**config.mk**
```make
export PLATFORM = sky130hd
export DESIGN_NAME = sipo_frame_deserializer
export DESIGN_NICKNAME = d
export VERILOG_FILES = /design/src/rtl/sipo_frame_deserializer.sv
export SDC_FILE = /design/constraint.sdc
export NUM_CORES = 1
export LEC_CHECK = 0
export CAP_MARGIN = 10
export CORE_UTILIZATION = 40
export DETAILED_ROUTE_END_ITERATION = 8
export SYNTH_ARGS = -nofsm -noshare
export SYNTH_HDL_FRONTEND = slang
export SYNTH_SLANG_ARGS = --single-unit
export TNS_END_PERCENT = 1
```
**constraint.sdc**
```tcl
create_clock -name clk -period 1.7 [get_ports clk]
set_input_delay 0.17 -clock clk [delete_from_list [all_inputs] [get_ports clk]]
set_output_delay 0.17 -clock clk [all_outputs]
set_load 0.02 [all_outputs]
```
**src/rtl/sipo_frame_deserializer.sv**
```systemverilog
`default_nettype none
// +--------------------------------------------------------------------------+
// | sipo_frame_deserializer: strobe-qualified framed serial-to-parallel      |
// | receiver with even parity, one-deep valid/ready output buffer.           |
// | Rev 1.0                                                                  |
// +--------------------------------------------------------------------------+
module sipo_frame_deserializer #(
  parameter int DATA_W    = 4,
  parameter int PARITY_EN = 1
) (
  input  logic              clk,
  input  logic              reset,
  input  logic              sin_i,
  input  logic              sin_valid_i,
  output logic [DATA_W-1:0] dout_o,
  output logic              dout_valid_o,
  input  logic              dout_ready_i,
  output logic              parity_err_o,
  output logic              frame_err_o,
  output logic              overrun_o,
  output logic              busy_o
);

  localparam int CNT_W = (DATA_W > 2) ? $clog2(DATA_W) : 1;
  localparam logic [CNT_W-1:0] LAST_BIT = CNT_W'(DATA_W - 1);

  typedef enum logic [2:0] {
    S_IDLE      = 3'd0,
    S_DATA      = 3'd1,
    S_PARITY    = 3'd2,
    S_STOP      = 3'd3,
    S_WAIT_HIGH = 3'd4
  } state_t;

  state_t              state_q, state_d;
  logic [CNT_W-1:0]    cnt_q, cnt_d;
  logic [DATA_W-1:0]   shift_q, shift_d;
  logic                par_q, par_d;
  logic                perr_q, perr_d;
  logic [DATA_W-1:0]   dout_q, dout_d;
  logic                dout_valid_q, dout_valid_d;
  logic                parity_err_q, parity_err_d;
  logic                frame_err_q, frame_err_d;
  logic                overrun_q, overrun_d;
  logic                busy_q, busy_d;

  always_ff @(posedge clk) begin
    if (reset) begin
      state_q      <= S_IDLE;
      cnt_q        <= '0;
      shift_q      <= '0;
      par_q        <= 1'b0;
      perr_q       <= 1'b0;
      dout_q       <= '0;
      dout_valid_q <= 1'b0;
      parity_err_q <= 1'b0;
      frame_err_q  <= 1'b0;
      overrun_q    <= 1'b0;
      busy_q       <= 1'b0;
    end else begin
      state_q      <= state_d;
      cnt_q        <= cnt_d;
      shift_q      <= shift_d;
      par_q        <= par_d;
      perr_q       <= perr_d;
      dout_q       <= dout_d;
      dout_valid_q <= dout_valid_d;
      parity_err_q <= parity_err_d;
      frame_err_q  <= frame_err_d;
      overrun_q    <= overrun_d;
      busy_q       <= busy_d;
    end
  end

  always_comb begin
    state_d      = state_q;
    cnt_d        = cnt_q;
    shift_d      = shift_q;
    par_d        = par_q;
    perr_d       = perr_q;
    dout_d       = dout_q;
    dout_valid_d = dout_valid_q;
    parity_err_d = parity_err_q;
    frame_err_d  = 1'b0;
    overrun_d    = 1'b0;

    if (dout_valid_q && dout_ready_i) dout_valid_d = 1'b0;

    if (sin_valid_i) begin
      unique case (state_q)
        S_IDLE: begin
          if (!sin_i) begin
            state_d = S_DATA;
            cnt_d   = '0;
            par_d   = 1'b0;
            perr_d  = 1'b0;
          end
        end
        S_DATA: begin
          shift_d[cnt_q] = sin_i;
          par_d          = par_q ^ sin_i;
          cnt_d          = cnt_q + 1'b1;
          if (cnt_q == LAST_BIT) state_d = (PARITY_EN != 0) ? S_PARITY : S_STOP;
        end
        S_PARITY: begin
          perr_d  = par_q ^ sin_i;
          state_d = S_STOP;
        end
        S_STOP: begin
          if (sin_i) begin
            state_d = S_IDLE;
            // A drain in this same cycle frees the buffer for the new word.
            if (!dout_valid_q || dout_ready_i) begin
              dout_d       = shift_q;
              parity_err_d = (PARITY_EN != 0) ? perr_q : 1'b0;
              dout_valid_d = 1'b1;
            end else begin
              overrun_d = 1'b1;
            end
          end else begin
            frame_err_d = 1'b1;
            state_d     = S_WAIT_HIGH;
          end
        end
        S_WAIT_HIGH: begin
          if (sin_i) state_d = S_IDLE;
        end
        default: state_d = S_IDLE;
      endcase
    end

    busy_d = (state_d != S_IDLE);
  end

  assign dout_o       = dout_q;
  assign dout_valid_o = dout_valid_q;
  assign parity_err_o = parity_err_q;
  assign frame_err_o  = frame_err_q;
  assign overrun_o    = overrun_q;
  assign busy_o       = busy_q;

endmodule
`default_nettype wire

```
==> results by group, run 1 <==
Status
  • Status: complete, no violations

Global routing
  • Gr ovfl total: 0
  • Tot GR Track Use: 15.1%
  • Initial antenna violation count: 0
  • Pin count of the biggest net entering global routing: 17
  • Vias in the first global route: 550
  • First-pass GRT wire length: 2390 µm

Worst setup path
  • CP arrival: 1610 ps
  • Crit-path max FO: 8
  • WS Path Type: reg2reg
  • Critical Path End Type: register
  • WP buf/inv: 0
  • CP max stage delay: 480 ps
  • Critical R2R Launch: state_q[2]
  • CP max-delay cell: dfxtp_1
  • Crit path from: state_q[2]
  • Critical path's top delay family: simple AND/OR/NAND/NOR gates
  • CP Launch Type: register
  • Crit path depth: 4
  • WP data required: 1880 ps
  • R2R cell count: 4
  • Critical Path, Cell by Cell: and4b_4 -> a221oi_2 -> nor2_1 -> or3_1

STA
  • Slew margin rel.: 78.4%
  • Post-Route Skew: 3.77 ps
  • Worst-margin pin slew: 319 ps
  • Fin crit period: 1430 ps
  • Max-slew violation count: 0
  • Final hold slack: 465 ps
  • Final Setup Violations: 0
  • Unrepaired setup endpoints after global routing: false
  • Total negative slack: 0 ps
  • Fmax: 700 MHz
  • Final Cycle Share: 84.1%
  • Fin. Hold Viols: 0

Finish
  • Area delta synth->final: 22.9%
  • Filler cells: 180
  • Fin area: 1050 µm²
  • Antenna Cells: 0
  • Share of cells above drive strength 1: 10.2%
  • Nets: 119
  • Fin util: 52.8%

Min path
  • Worst hold path class: reg2reg
  • Hold_sp: shift_q[1]
  • Worst Hold Depth: 2

Synth
  • Ys Warns: 0
  • Syn nets: 101
  • Seq/Total Area, Yosys: 47.1%
  • Yosys reg bits: 20
  • Syn Area/Cell: 9.25 µm²
  • Synthesized cell area: 851 µm²
  • Unique masters post-synth: 29
  • Synth Instances: 92

Clocking
  • Clk_lat worst skew: 290 ps
  • Num CTS Buffers: 3
  • Post-cts resize count: 0
  • TritonCTS clock tree: done
  • Setup Buffers After CTS: 0
  • Hold Buf Count CTS: 0
  • Longest Clk Path Bufs: 2
  • Worst-path clk slew: 100 ps
  • Htree depth: 1
  • Root buffer cell: clkbuf_4
  • Clock Sink Count: 20

Floorplanning
  • Die W: 48.1 µm
  • Starting Density: 42.9%
  • Rows: 16
  • Floorplan core area: 1980 µm²
  • Ports: 14
  • Die ar.: 2320 µm²
  • Die height: 48.1 µm

Drt
  • Post-DRT Antenna Nets: 0
  • Met2 wire len: 603 µm
  • Vias: 660
  • Post-route DRC violation count: 0
  • Iteration-0 DRC Markers: 8
  • TritonRoute pass-1 iters: 4
  • Wirelength, routed: 1480 µm
  • Met3 wire length: 45 µm
  • WL met1: 806 µm
  • Routed vias/inst: 4.89
  • Top routing layer used: met4
  • Avg WL per Cell: 11.0 µm

Placement
  • Placed wire-length estimate: 1060 µm
  • I/O Buffers: 13
  • Dpl cell area: 1020 µm²
  • Gpl congestion: 0.828

Pwr
  • Psw: 0.000181 W
  • Reg power frac: 62.6%
  • Net Sw Frac: 23.3%
  • Power per cell area: 742 nW/µm²
  • P_int: 0.000595 W
  • Power, Total: 0.000776 W
  • Logic pwr share: 9.6%
  • Leakage: 0.411 nW
  • Clock share of power: 27.8%
  • VDD IR max: 0.384 mV

Job
  • Max cap viols: 0
flip-flops by register name, summed over array words and instances, names as in the netlist:
signal and count:
frame_err_o 1, busy_o 1, dout_valid_o 1, parity_err_o 1
state_q 3, cnt_q 2, par_q 1, dout_o 4
shift_q 4, perr_q 1, overrun_o 1
final cells by class:
type / count / area (µm²) / area share [%]
repair buffers: 17 / 160 / 15.3
well taps: 27 / 33.8 / 3.23
flip-flops and latches: 20 / 400 / 38.3
multi-input cells: 64 / 414 / 39.6
inverters: 4 / 15.0 / 1.44
clock buffers: 3 / 22.5 / 2.15
cells in the mapped netlist:
library cell | count | share of area [%]
a21oi_1 | 9 | 5.3
a221oi_2 | 1 | 1.8
a22oi_1 | 1 | 0.88
a32oi_1 | 1 | 1.0
and2_1 | 1 | 0.74
and4b_4 | 1 | 1.6
and4bb_2 | 1 | 1.5
buf_2 | 1 | 0.59
buf_4 | 1 | 0.88
clkbuf_1 | 1 | 0.44
clkbuf_2 | 1 | 0.59
dfxtp_1 | 20 | 47
ha_1 | 4 | 5.9
inv_1 | 4 | 1.8
mux2i_1 | 5 | 5.9
nand2_1 | 9 | 4.0
nand2b_1 | 1 | 0.74
nand3_1 | 4 | 2.4
nand3_2 | 1 | 1.2
nand3b_1 | 1 | 0.88
nor2_1 | 11 | 4.9
nor2b_1 | 1 | 0.74
nor3_1 | 2 | 1.2
nor3b_1 | 2 | 1.8
nor4b_1 | 2 | 2.1
o21ai_0 | 3 | 1.8
or3_1 | 1 | 0.74
or4_1 | 1 | 0.88
xor2_1 | 1 | 1.0
worst register-to-register path: cells and delay by family (launching register included):
| family | cells | cell delay [ps] |
|---|---|---|
| AOI/OAI and AO/OA | 1 | 210 |
| DFF | 1 | 480 |
| and+or+nand+nor | 3 | 640 |
power groups by stage:
stage	Combinational, W	Sequential [W]	Clock (W)
detailed placement	0.0000750	0.000497	0
finish	0.0000746	0.000486	0.000216
global placement	0.0000740	0.000496	0
CTS	0.0000752	0.000486	0.000223
global route	0.0000830	0.000488	0.000248
floorplan	0.0000439	0.000498	0
per-stage QoR:
step           std cells  worst slack, ps
6_report             135              271
5_1_grt              135              186
2_1_floorplan         92              394
3_5_place_dp         132            -7.36
4_1_cts              135              269
3_3_place_gp         132             58.9
cells by family after synthesis:
| kind of cell | after synthesis | share of synthesized area, % |
|---|---|---|
| AND/OR/NAND/NOR | 39 | 25.1 |
| flip-flops | 20 | 47.1 |
| AO/OA/AOI/OAI | 15 | 10.7 |
| buffers and inverters | 8 | 4.26 |
| multiplexers | 5 | 5.88 |
| adder cells (fa/ha/maj) | 4 | 5.88 |
| XOR/XNOR | 1 | 1.03 |
per-layer routing:
metal / up-vias / GRT usage, %
li1: 353 / -
met1: 290 / 21.5
met2: 13 / 20.8
met3: 4 / 3.33
met4: 0 / 8.33
met5: - / 0
cells in the final DEF (no fill, tap or decap):
| master | instances |
|---|---|
| dfxtp_1 | 20 |
| clkdlybuf4s50_1 | 13 |
| nor2_1 | 11 |
| nand2_1 | 9 |
| a21oi_1 | 9 |
| mux2i_1 | 5 |
| inv_1 | 4 |
| nand3_1 | 4 |
| ha_1 | 4 |
| buf_4 | 4 |
| o21ai_0 | 3 |
| clkbuf_4 | 3 |
| nor3b_1 | 2 |
| nor3_1 | 2 |
| nor4b_1 | 2 |
| and4b_4 | 1 |
| nand2b_1 | 1 |
| nand3_2 | 1 |
| and4bb_2 | 1 |
| a221oi_2 | 1 |
| or3_1 | 1 |
| nor2b_1 | 1 |
| or4_1 | 1 |
| a22oi_1 | 1 |
| and2_1 | 1 |
| nand3b_1 | 1 |
| xor2_1 | 1 |
| a32oi_1 | 1 |
worst paths after layout:
kind / endpoint / slack [ps]
setup reg to reg: busy_o / 270
hold reg to reg: shift_q[1] / 470
setup / recovery: busy_o / 270
hold / removal: shift_q[1] / 470
Power figures use the tool's default switching activity.
==> run 2: changes to the inputs <==
Settings changed: PLACE_DENSITY from default to 0.65.
Clock period 1.7 ns to 1.2 ns, I/O delays scaled along.
==> results by group, run 2 (synthesis results as in run 1) <==
STA
  • Final Cycle Share: 113%
  • Final Setup Violations: 8
  • Worst-margin pin slew: 334 ps
  • Max-slew violation count: 0
  • Fin crit period: 1350 ps
  • Unrepaired setup endpoints after global routing: true
  • Fmax: 740 MHz
  • Final worst setup slack: -152 ps
  • Slew margin rel.: 77.4%
  • Fin. Hold Viols: 0
  • Post-Route Skew: 3.74 ps
  • Final hold slack: 466 ps

Drt
  • TritonRoute pass-1 iters: 4
  • Wirelength, routed: 1690 µm
  • Post-route DRC violation count: 0
  • WL met1: 786 µm
  • Vias: 717
  • Top routing layer used: met4
  • Met3 wire length: 68 µm
  • Avg WL per Cell: 11.6 µm
  • Routed vias/inst: 4.91
  • Post-DRT Antenna Nets: 0
  • Iteration-0 DRC Markers: 19
  • Met2 wire len: 806 µm

Pwr
  • Power per cell area: 1040 nW/µm²
  • Net Sw Frac: 23.2%
  • P_int: 0.000923 W
  • Clock share of power: 32.2%
  • VDD IR max: 0.509 mV
  • Psw: 0.000279 W
  • Logic pwr share: 10.8%
  • Leakage: 0.517 nW
  • Reg power frac: 57.0%

Min path
  • Worst hold path class: in2reg
  • Worst Hold Depth: 5

Status
  • Status: finished with violations
  • Failing checks: negative setup slack

Clocking
  • Worst-path clk slew: 110 ps
  • Num CTS Buffers: 3
  • Root buffer cell: clkbuf_4
  • TritonCTS clock tree: done
  • Clock Sink Count: 20
  • Longest Clk Path Bufs: 2
  • Setup Buffers After CTS: 0
  • Htree depth: 1
  • Clk_lat worst skew: 300 ps

Placement
  • Placed wire-length estimate: 1190 µm
  • I/O Buffers: 13
  • Inst Count DP: 142
  • Place WS: -454 ps
  • Gpl congestion: 0.784
  • Dpl cell area: 1110 µm²

Worst setup path
  • Critical Path End Type: register
  • WP buf/inv: 0
  • Crit-path max FO: 6
  • CP Launch Type: register
  • CP max-delay cell: dfxtp_4
  • CP max stage delay: 390 ps
  • Critical path's top delay family: simple AND/OR/NAND/NOR gates
  • R2R cell count: 4
  • WS Path Type: reg2reg
  • Crit path depth: 4
  • Critical Path, Cell by Cell: and4b_4 -> a221oi_2 -> nor2_1 -> or3_1
  • WP data required: 1390 ps
  • CP arrival: 1540 ps

Global routing
  • Tot GR Track Use: 16.2%
  • Gr ovfl total: 0
  • Pin count of the biggest net entering global routing: 17
  • First-pass GRT wire length: 2550 µm
  • Initial antenna violation count: 0
  • Vias in the first global route: 604

Finish
  • Area delta synth->final: 35.7%
  • Share of cells above drive strength 1: 26.9%
  • Most frequent cells in the layout: dfxtp_1, buf_4, nor2_1, dlygate4sd2_1
  • Filler cells: 168
  • Commonest non-fill, non-tap cell in the layout: dfxtp_1
  • Fin area: 1150 µm²
  • Layout Cells excl Fill: 146
  • Nets: 129
  • Antenna Cells: 0

Job
  • Max cap viols: 0

Floorplanning
  • Die ar.: 2320 µm²
  • Die height: 48.1 µm
  • Rows: 16
  • Die W: 48.1 µm
  • Ports: 14
  • Floorplan core area: 1980 µm²
  • Starting Density: 42.9%
run 2: cell types whose count changed in the layout (fill, tap and decap cells not counted), moves of 3 or more:
cell and change:
dfxtp_1 -5, clkdlybuf4s50_1 -10, dlygate4sd2_1 +10, buf_4 +10, dfxtp_4 +3
run 2: repair_timing:
item,in CTS,in global routing
gates resized for setup,14,6
pin swaps,0,1
hold buffers,0,0
setup endpoints to repair,23,13
run 2: layout make-up:
class / count / area (µm²) / share of cell area [%]
Multi-Input combinational cell: 64 / 433 / 37.5
Inverter: 4 / 15.0 / 1.30
Timing Repair Buffer: 27 / 223 / 19.3
Clock buffer: 4 / 36.3 / 3.14
Sequential cell: 20 / 414 / 35.9
Tap cell: 27 / 33.8 / 2.93
run 2: per-stage QoR:
stage / total power, W / util (%) / setup TNS [ps]
after floorplan: 0.000766 / - / -55.7
after global placement: 0.000822 / 55.9 / -4130
after detailed placement: 0.000824 / 55.9 / -4560
after CTS: 0.00121 / 57.3 / -513
after global routing: 0.00126 / 58.3 / -1080
final: 0.00120 / 58.3 / -445
run 2: power groups by stage:
stage | Sequential, W | Clock [W] | Combinational (W)
after floorplan | 0.000703 | 0 | 0.0000623
after global placement | 0.000700 | 0 | 0.000122
after detailed placement | 0.000700 | 0 | 0.000123
after CTS | 0.000684 | 0.000404 | 0.000121
after global routing | 0.000687 | 0.000426 | 0.000143
final | 0.000684 | 0.000387 | 0.000130
run 2: final timing paths:
path	from	endpoint	slack, ps
worst max-delay path	state_q[2]	busy_o	-150
worst min-delay path	sin_valid_i	cnt_q[1]	470
worst max register to register	state_q[2]	busy_o	-150
worst min register to register	shift_q[2]	shift_q[2]	470
run 2: metal layers:
| layer | track usage, % | vias to the layer above |
|---|---|---|
| met5 | 0 | - |
| met4 | 8.33 | 0 |
| met2 | 23.5 | 15 |
| li1 | - | 374 |
| met3 | 3.33 | 3 |
| met1 | 22.7 | 325 |
run 2: worst min-delay path, cell delays in order:
cell and delay, ps:
dlygate4sd2_1 270, inv_1 80, or4_4 150, a22oi_2 50
nor2_1 70
==> run 3: changes to the inputs <==
Settings changed: SETUP_SLACK_MARGIN from default to 0.02.
==> results of run 3 <==
No change in the layout: final DEF, timing and power equal those of run 2.
